$ cat src/rtl/decode_lane_arbiter.sv
// -----------------------------------------------------------------------------
// decode_lane_arbiter
//
// Round-robin arbiter that moves one Aurora word at a time from four receive
// lanes into a single packet decoder.  A word is granted only while the
// decoder reports ready.  The chosen lane is popped once and the decoder
// receives a one-cycle start.  The arbiter then waits for decode_done, or
// abandons the word after TIMEOUT_CYCLES cycles and raises a sticky
// timeout_err.
//
// Ports
//   clk, rst_n        clock (rising edge), asynchronous active-low reset
//   lane_valid[3:0]   lane i holds a word
//   lane_data         lane i word on bits [i*W +: W]
//   lane_pop[3:0]     one-hot, one-cycle pulse consuming the granted word
//   ready_decode_pkt  decoder can accept a word
//   decode_done       decoder finished the current word (pulse)
//   start_decode_pkt  one-cycle request to the decoder
//   data_recv         word presented to the decoder
//   grant_lane        index of the lane being served
//   busy              high whenever the FSM is not in IDLE
//   timeout_err       sticky timeout flag, cleared only by reset
//   words_fwd         saturating count of completed words
// -----------------------------------------------------------------------------
module decode_lane_arbiter #(
    parameter int AURORA_DATA_WIDTH = 256,
    parameter int NUM_LANES         = 4,
    parameter int TIMEOUT_CYCLES    = 15
) (
    input  logic                                   clk,
    input  logic                                   rst_n,
    input  logic [NUM_LANES-1:0]                   lane_valid,
    input  logic [NUM_LANES*AURORA_DATA_WIDTH-1:0] lane_data,
    output logic [NUM_LANES-1:0]                   lane_pop,
    input  logic                                   ready_decode_pkt,
    input  logic                                   decode_done,
    output logic                                   start_decode_pkt,
    output logic [AURORA_DATA_WIDTH-1:0]           data_recv,
    output logic [1:0]                             grant_lane,
    output logic                                   busy,
    output logic                                   timeout_err,
    output logic [15:0]                            words_fwd
);

    localparam logic [1:0] ST_IDLE    = 2'd0;
    localparam logic [1:0] ST_ISSUE   = 2'd1;
    localparam logic [1:0] ST_WAIT    = 2'd2;
    localparam logic [1:0] ST_RECOVER = 2'd3;

    // Counter value seen during the last permitted WAIT_DONE cycle.
    localparam logic [3:0] TMO_LAST   = 4'(TIMEOUT_CYCLES - 1);

    // First valid lane at or after ptr, modulo 4.  Only meaningful when at
    // least one lane is valid.  The loop walks the offsets from farthest to
    // nearest, so the nearest valid lane is the last one assigned.
    function automatic logic [1:0] rr_pick(input logic [3:0] valid,
                                           input logic [1:0] ptr);
        logic [1:0] pick;
        logic [1:0] cand;
        pick = ptr;
        for (int i = 3; i >= 0; i--) begin
            cand = ptr + 2'(i);
            if (valid[cand]) begin
                pick = cand;
            end
        end
        return pick;
    endfunction

    logic [1:0]                   state_q, state_d;
    logic [1:0]                   rr_ptr_q, rr_ptr_d;
    logic [3:0]                   tmo_cnt_q, tmo_cnt_d;
    logic [NUM_LANES-1:0]         lane_pop_q, lane_pop_d;
    logic                         start_q, start_d;
    logic [AURORA_DATA_WIDTH-1:0] data_recv_q, data_recv_d;
    logic [1:0]                   grant_q, grant_d;
    logic                         busy_q, busy_d;
    logic                         timeout_err_q, timeout_err_d;
    logic [15:0]                  words_fwd_q, words_fwd_d;

    logic [AURORA_DATA_WIDTH-1:0] lane_word_s [NUM_LANES];
    logic [1:0]                   pick_s;

    for (genvar g = 0; g < NUM_LANES; g++) begin : g_lane_word
        assign lane_word_s[g] = lane_data[g*AURORA_DATA_WIDTH +: AURORA_DATA_WIDTH];
    end

    assign pick_s = rr_pick(lane_valid, rr_ptr_q);

    // Next-state and next-output computation for the arbitration FSM.
    always_comb begin
        state_d       = state_q;
        rr_ptr_d      = rr_ptr_q;
        tmo_cnt_d     = tmo_cnt_q;
        lane_pop_d    = {NUM_LANES{1'b0}};
        start_d       = 1'b0;
        data_recv_d   = data_recv_q;
        grant_d       = grant_q;
        timeout_err_d = timeout_err_q;
        words_fwd_d   = words_fwd_q;

        case (state_q)
            ST_IDLE: begin
                if ((|lane_valid) && ready_decode_pkt) begin
                    grant_d     = pick_s;
                    data_recv_d = lane_word_s[pick_s];
                    // Pop and start become visible together in the ISSUE cycle.
                    lane_pop_d  = 4'b0001 << pick_s;
                    start_d     = 1'b1;
                    state_d     = ST_ISSUE;
                end else begin
                    state_d     = ST_IDLE;
                end
            end
            ST_ISSUE: begin
                tmo_cnt_d = 4'd0;
                state_d   = ST_WAIT;
            end
            ST_WAIT: begin
                // A done arriving in the final permitted cycle still counts.
                if (decode_done) begin
                    if (words_fwd_q != 16'hFFFF) begin
                        words_fwd_d = words_fwd_q + 16'd1;
                    end else begin
                        words_fwd_d = words_fwd_q;
                    end
                    rr_ptr_d = grant_q + 2'd1;
                    state_d  = ST_IDLE;
                end else if (tmo_cnt_q == TMO_LAST) begin
                    timeout_err_d = 1'b1;
                    rr_ptr_d      = grant_q + 2'd1;
                    state_d       = ST_RECOVER;
                end else begin
                    tmo_cnt_d = tmo_cnt_q + 4'd1;
                end
            end
            ST_RECOVER: begin
                state_d = ST_IDLE;
            end
            default: begin
                state_d = ST_IDLE;
            end
        endcase

        busy_d = (state_d != ST_IDLE);
    end

    // State and registered outputs; reset aborts any transfer in flight.
    always_ff @(posedge clk or negedge rst_n) begin
        if (!rst_n) begin
            state_q       <= ST_IDLE;
            rr_ptr_q      <= 2'd0;
            tmo_cnt_q     <= 4'd0;
            lane_pop_q    <= {NUM_LANES{1'b0}};
            start_q       <= 1'b0;
            data_recv_q   <= {AURORA_DATA_WIDTH{1'b0}};
            grant_q       <= 2'd0;
            busy_q        <= 1'b0;
            timeout_err_q <= 1'b0;
            words_fwd_q   <= 16'd0;
        end else begin
            state_q       <= state_d;
            rr_ptr_q      <= rr_ptr_d;
            tmo_cnt_q     <= tmo_cnt_d;
            lane_pop_q    <= lane_pop_d;
            start_q       <= start_d;
            data_recv_q   <= data_recv_d;
            grant_q       <= grant_d;
            busy_q        <= busy_d;
            timeout_err_q <= timeout_err_d;
            words_fwd_q   <= words_fwd_d;
        end
    end

    assign lane_pop         = lane_pop_q;
    assign start_decode_pkt = start_q;
    assign data_recv        = data_recv_q;
    assign grant_lane       = grant_q;
    assign busy             = busy_q;
    assign timeout_err      = timeout_err_q;
    assign words_fwd        = words_fwd_q;

endmodule

$ cat config.mk
export PLATFORM = sky130hd
export DESIGN_NAME = decode_lane_arbiter
export DESIGN_NICKNAME = d
export VERILOG_FILES = /design/src/rtl/decode_lane_arbiter.sv
export SDC_FILE = /design/constraint.sdc
export NUM_CORES = 1
export LEC_CHECK = 0
export CAP_MARGIN = 0
export CORE_AREA = 4 4 513 515
export CTS_CLUSTER_SIZE = 28
export DETAILED_ROUTE_END_ITERATION = 10
export DIE_AREA = 0 0 517 519
export DONT_BUFFER_PORTS = 1
export GPL_TIMING_DRIVEN = 0
export PLACE_DENSITY = 0.3
export SLEW_MARGIN = 20
export SYNTH_ARGS = -nofsm -noshare
export SYNTH_HDL_FRONTEND = slang
export SYNTH_SLANG_ARGS = --single-unit
$ cat constraint.sdc
create_clock -name clk -period 2.72 [get_ports clk]
set_clock_uncertainty 0.2 [all_clocks]
set_input_delay 0.544 -clock clk [delete_from_list [all_inputs] [get_ports clk]]
set_output_delay 0.544 -clock clk [all_outputs]
set_load 0.05 [all_outputs]
## Word-level counts from Yosys, hierarchy flattened

Index checks and enable logic that the tools add are counted.

- Register bits: 289
- Output and inout bits: 281
- Word-level logic and storage cells: 70

- Bitwise logic cells: 2
- Reductions and logical operators: 11
- Eq/ne operators: 7
- Magnitude comparators: 5
- Muxes and demuxes: 28
- Add/subtract/negate cells: 6
- Shifts and indexed selects: 1

Operator list:

| operator | number |
|---|---|
| $bmux 256 s2 | 1 |
| $mux 256 | 2 |
| $add 16x1->16 const B | 1 |
| $mux 2 | 8 |
| $mux 4 | 4 |
| $ne 16x16->1 const B | 1 |
| $lt 2x3->1 const B | 4 |
| $reduce_and 3->1 | 3 |
| $bmux 1 s2 | 4 |
| $pmux 2 s4 | 1 |
| $pmux 4 s2 | 1 |
| $mux 1 | 7 |
| $reduce_bool 2->1 | 3 |
| $add 2x1->2 const B | 2 |
| $add 2x2->2 const B | 2 |
| $add 4x1->4 const B | 1 |
| $eq 2x2->1 const B | 2 |
| $eq 4x4->1 const B | 1 |
| $ne 2x2->1 const B | 2 |
| $reduce_and 2->1 | 2 |
| $reduce_or 4->1 | 1 |
| $shl 1x2->4 const A | 1 |
| $ge 3x3->1 const B | 1 |
| $not 2->3 | 1 |
| other kinds (4) | 4 |

## Longest topological paths before layout

- Word-level depth: 11
- Mapped depth: 9
- Mapped depth without buffers: 7

## Worst setup path after synthesis

OpenSTA, ideal clock, no wires.

- Path type: input to register
- From: in ready_decode_pkt
- To: reg data_recv_q[162] (netlist: data_recv[162])
- Library setup time: 0.158 ns
- Slack: 0.424 ns
- Buffers on the path: 2
- Arrival: 1.938 ns
- Stages on the path: 6
- Path through: nor3b_2 o41ai_4 nor3_2 buf_2 clkbuf_1 a221oi_1

- Cells in the longest elaborated chain, start to end: 2

Ends and longest elaborated chain:

| item | line | RTL |
|---|---|---|
| from (decl) | 35 | `input logic ready_decode_pkt,` |
| $logic_and 1x1->1 | 104 | `if ((\|lane_valid) && ready_decode_pkt) begin` |
| $reduce_and 2->1 (no source line) | -- |  |
| to (signal assigned) | 156 | `data_recv_q <= {AURORA_DATA_WIDTH{1'b0}};` |
| to (signal assigned) | 167 | `data_recv_q <= data_recv_d;` |
| to (decl) | 75 | `logic [AURORA_DATA_WIDTH-1:0] data_recv_q, data_recv_d;` |

No other way between the ends.
A chain may end at the register's enable or synchronous reset.

## Worst setup path after layout

- From: reg rr_ptr_q[1]
- To: reg data_recv_q[213] (netlist: data_recv[213])

- Cells in the longest elaborated chain, start to end: 11
- Elaborated cells between the ends (all ways): 19

Ends and longest elaborated chain:

| item | line | RTL |
|---|---|---|
| from (decl) | 71 | `logic [1:0] rr_ptr_q, rr_ptr_d;` |
| from (signal assigned) | 163 | `rr_ptr_q <= rr_ptr_d;` |
| $add 2x2->2 | 62 | `cand = ptr + 2'(i);` |
| $bmux 1 s2 | 63 | `if (valid[cand]) begin` |
| $mux 1 (implied by the code) | 63 |  |
| $mux 2 (3 in a row) | 63 |  |
| $mux 2 (*) | 63 |  |
| $not 2->3 (implied by the code) (*) | 106 | `data_recv_d = lane_word_s[pick_s];` |
| $bmux 256 s2 (*) | 106 |  |
| $mux 256 (implied by the code) (*) (2 in a row) | 106 |  |

Every way passes the cells marked *; elsewhere a longest branch is shown, timed or not. The select of a mux whose other input is x is not followed.

==> metrics.yaml <==
run_status:
  status: "finished, violations left"
  violations: "hold timing"
grt:
  grtUsageTotal_pct: 14.1
  grt_start_max_net_pins: 290
  grt_pass1_vias: 20000
  grt-ovfl-total: 0
  grt_pass1_wl_um: 242000
  antenna_found_initial: 201
synth:
  synth_area_leaders: "dfrtp_1, mux2i_1, a221oi_2"
  synth_area_leader_cell: "dfrtp_1"
  syn-mean-instance-area_um2: 11.2
  syn_inst: 1572
  synth_top_area_share_pct: 41.0
  synth_area_um2: 17600
  synth_cell_types: 42
  yosys_warnings: 0
  synth_seq_cells: 289
  synth_nets: 2607
  seq_area_frac_synth_pct: 41.0
setup_path:
  startpoint_type: "flop"
  crit_required_ps: 3030
  path_class: "flop to flop"
  end_kind: "flop"
  crit_slowest_cell: "mux2i_2"
  path_max_fanout: 10
  ff2ff_setup_slack_ps: 50
  cp.arrival_ps: 2980
  path_cells: "buf_2, nand2_1, a21oi_1, o211ai_4, buf_12, buf_16, buf_8, mux2i_2, a221oi_1"
  cpPeakStageDelay_ps: 520
routing:
  wl_per_cell_um: 33.9
  num_vias: 19300
  drc: 0
  wirelength_um: 201000
  postRouteAntennaNets: 0
  drt_iter0_markers: 1249
  via_per_inst: 3.26
  first_pass_iters: 8
layout:
  drive_above_1_share_pct: 17.1
  fillers: 29300
  final_cell_area_um2: 33000
  fin_cells: 5924
  multiInputGateArea_um2: 10500
  seq_area_um2: 7240
  syn2layout_area_growth_pct: 87.2
  fin_nets: 3454
sta:
  max_slew_margin_pct: 25.3
  worst_slew_pin_slew_ps: 1120
  setup_violations: 0
  hold_viol: 289
  holdWs_ps: -614
  min_period_ps: 2670
  grt_setup_unrepaired: "true"
  period_share_pct: 98.3
  drv_slew: 0
  timing.fmax_mhz: 374
pwr:
  switchingPower_mw: 20.4
  peakVddDrop_mv: 0.519
  p_total_mw: 36.5
  pwr-share-seq_pct: 42.4
  power_density_nw_per_um2: 1100
  clkPwrFrac_pct: 17.8
  p_int_mw: 16.1
  p_leak_nw: 12.9
  combPwrFrac_pct: 39.8
  sw_frac_of_total_pct: 55.9
clock_network:
  insertion_delay_ps: 650
  numCtsBuffers: 47
  clock-root-buffer: "clkbuf_16"
  cts_buffer_depth: 3
  cts_tree: "done"
  cts_num_sinks: 289
  clk_pin_slew_worst_paths_ps: 60
  htree_levels: 2
placement:
  place_congestion: 0.867
  io_buffers: 0
  place_area_um2: 22000
  hpwl_um: 173000
  numPlacedInstances: 4978
floorplanning:
  core_um2: 259000
  die_y_um: 519
  start_util_pct: 6.81
  row_count: 187
  ioPinCount: 1313
  fp.dieArea_um2: 268000
  die_w_um: 517
job:
  maxCapViolCount: 0
worst_hold_path:
  hold_class: "input port to asynchronous set/reset pin"
==> cells in the mapped netlist <==
cell	count
mux2i_1	512
dfrtp_1	289
nor2_1	272
a221oi_1	155
a221oi_2	102
buf_2	65
clkbuf_1	50
nand2_1	15
buf_4	14
xnor2_1	9
buf_1	8
nand3_1	8
o21ai_0	8
xor2_1	8
nor2b_1	7
a21oi_1	5
inv_1	4
nand4_1	4
and3b_1	3
ha_1	3
nand2b_1	3
and2_1	2
and3_1	2
buf_6	2
clkbuf_2	2
clkbuf_4	2
nor3_1	2
o21ai_1	2
a21oi_2	1
a311oi_1	1
a31oi_1	1
a41oi_1	1
and2b_1	1
inv_2	1
mux2_2	1
nor3_2	1
nor3b_2	1
nor4_1	1
o211ai_2	1
o41ai_4	1
or2_2	1
or3b_2	1
==> sequential cells by signal, summed over array words and instances (netlist names) <==
signal            cells
words_fwd            16
start_decode_pkt      1
busy                  1
rr_ptr_q              2
lane_pop              4
grant_lane            2
state_q               2
timeout_err           1
tmo_cnt_q             4
data_recv           256
==> routing by layer <==
metal,GRT usage (%),vias up,routed length (um)
met5,0,-,811
li1,-,7833,-
met3,5.56,434,19900
met4,5.45,124,9250
met2,23.3,1388,92400
met1,16.3,9549,78400
==> cell type report <==
| cell class | count | area share [%] |
|---|---|---|
| multi-input cells | 1135 | 31.7 |
| repair buffers | 798 | 24.3 |
| flip-flops and latches | 289 | 21.9 |
| well taps | 3402 | 12.9 |
| clock buffers | 66 | 4.05 |
| plain buffers | 143 | 3.76 |
| clock inverters | 16 | 0.645 |
| diodes | 70 | 0.531 |
| inverters | 5 | 0.0986 |
==> layout by cell type, fill, tap and decap left out, drive strengths merged, types with 2 or more instances in the layout <==
| cell | n |
|---|---|
| bufinv | 5 |
| nand2b | 3 |
| dlygate4sd3 | 787 |
| nand2 | 15 |
| a21oi | 6 |
| a221oi | 257 |
| dfrtp | 289 |
| xnor2 | 9 |
| clkinv | 7 |
| and2 | 2 |
| and3 | 2 |
| xor2 | 8 |
| nor2 | 272 |
| clkbuf | 120 |
| nand3 | 8 |
| mux2i | 512 |
| nor3 | 3 |
| nand4 | 4 |
| ha | 3 |
| nor2b | 7 |
| inv | 8 |
| diode | 70 |
| and3b | 3 |
| buf | 100 |
| o21ai | 10 |
==> power groups by stage <==
stage | clock, mW | combinational, mW | sequential, mW
finish | 6.48 | 14.5 | 15.4
global route | 6.89 | 15.4 | 15.6
CTS | 6.82 | 14.6 | 15.5
detailed placement | 0 | 12.1 | 15.6
global placement | 0 | 11.9 | 15.6
floorplan | 0 | 7.76 | 13.9
==> timing repair <==
| action | in CTS | in global routing |
|---|---|---|
| hold buffers | 786 | 1 |
| hold endpoints to repair | 542 | 290 |
| resized for setup | 277 | 64 |
| buffers inserted | 6 | 1 |
| pin swaps | 1 | 2 |
| setup endpoints to repair | 260 | 135 |
==> worst paths after layout <==
path	depth (start not counted)	start	to
min reg2reg	2	rr_ptr_q[0]	rr_ptr_q[0]
min in group clk	2	lane_data[609]	data_recv[97]
max reg2reg	9	rr_ptr_q[1]	data_recv[213]
max	9	rr_ptr_q[1]	data_recv[213]
min	0	rst_n	start_decode_pkt
max in group asynchronous	0	rst_n	data_recv[79]
==> stage by stage <==
stage / hold WS, ps / setup TNS [ps] / setup WS (ps) / util (%)
detailed placement: 58.3 / -277700 / -1510 / 8.50
finish: -614 / 0 / 46.8 / 12.8
CTS: -715 / -48.9 / -15.3 / 12.6
global placement: 59.9 / -474970 / -2140 / 8.46
floorplan: 48.4 / 0 / 424 / -
global route: -685 / -35.7 / -12.1 / 12.7
==> logic make-up (layout without fill, tap and decap cells) <==
kind of cell    count (synthesis)  count (layout)  share of synthesized area, %
compound gates                278             278                          17.2
xor+xnor                       17              17                         0.845
flops                         289             289                          41.0
simple gates                  324             324                          7.48
mux                           513             513                          29.1
fa+ha+maj                       3               3                         0.213
other cells                     0              70                             0
buf+inv                       148            1028                          4.05
==> worst max-delay path, delay by kind of cell (launching register included) <==
| family | cells | cell delay, ps |
|---|---|---|
| buffers and inverters | 4 | 790 |
| multiplexers | 1 | 520 |
| AO/OA/AOI/OAI | 3 | 470 |
| flip-flops | 1 | 360 |
| AND/OR/NAND/NOR | 1 | 70 |
No activity file was read; power rests on OpenSTA's default activity.
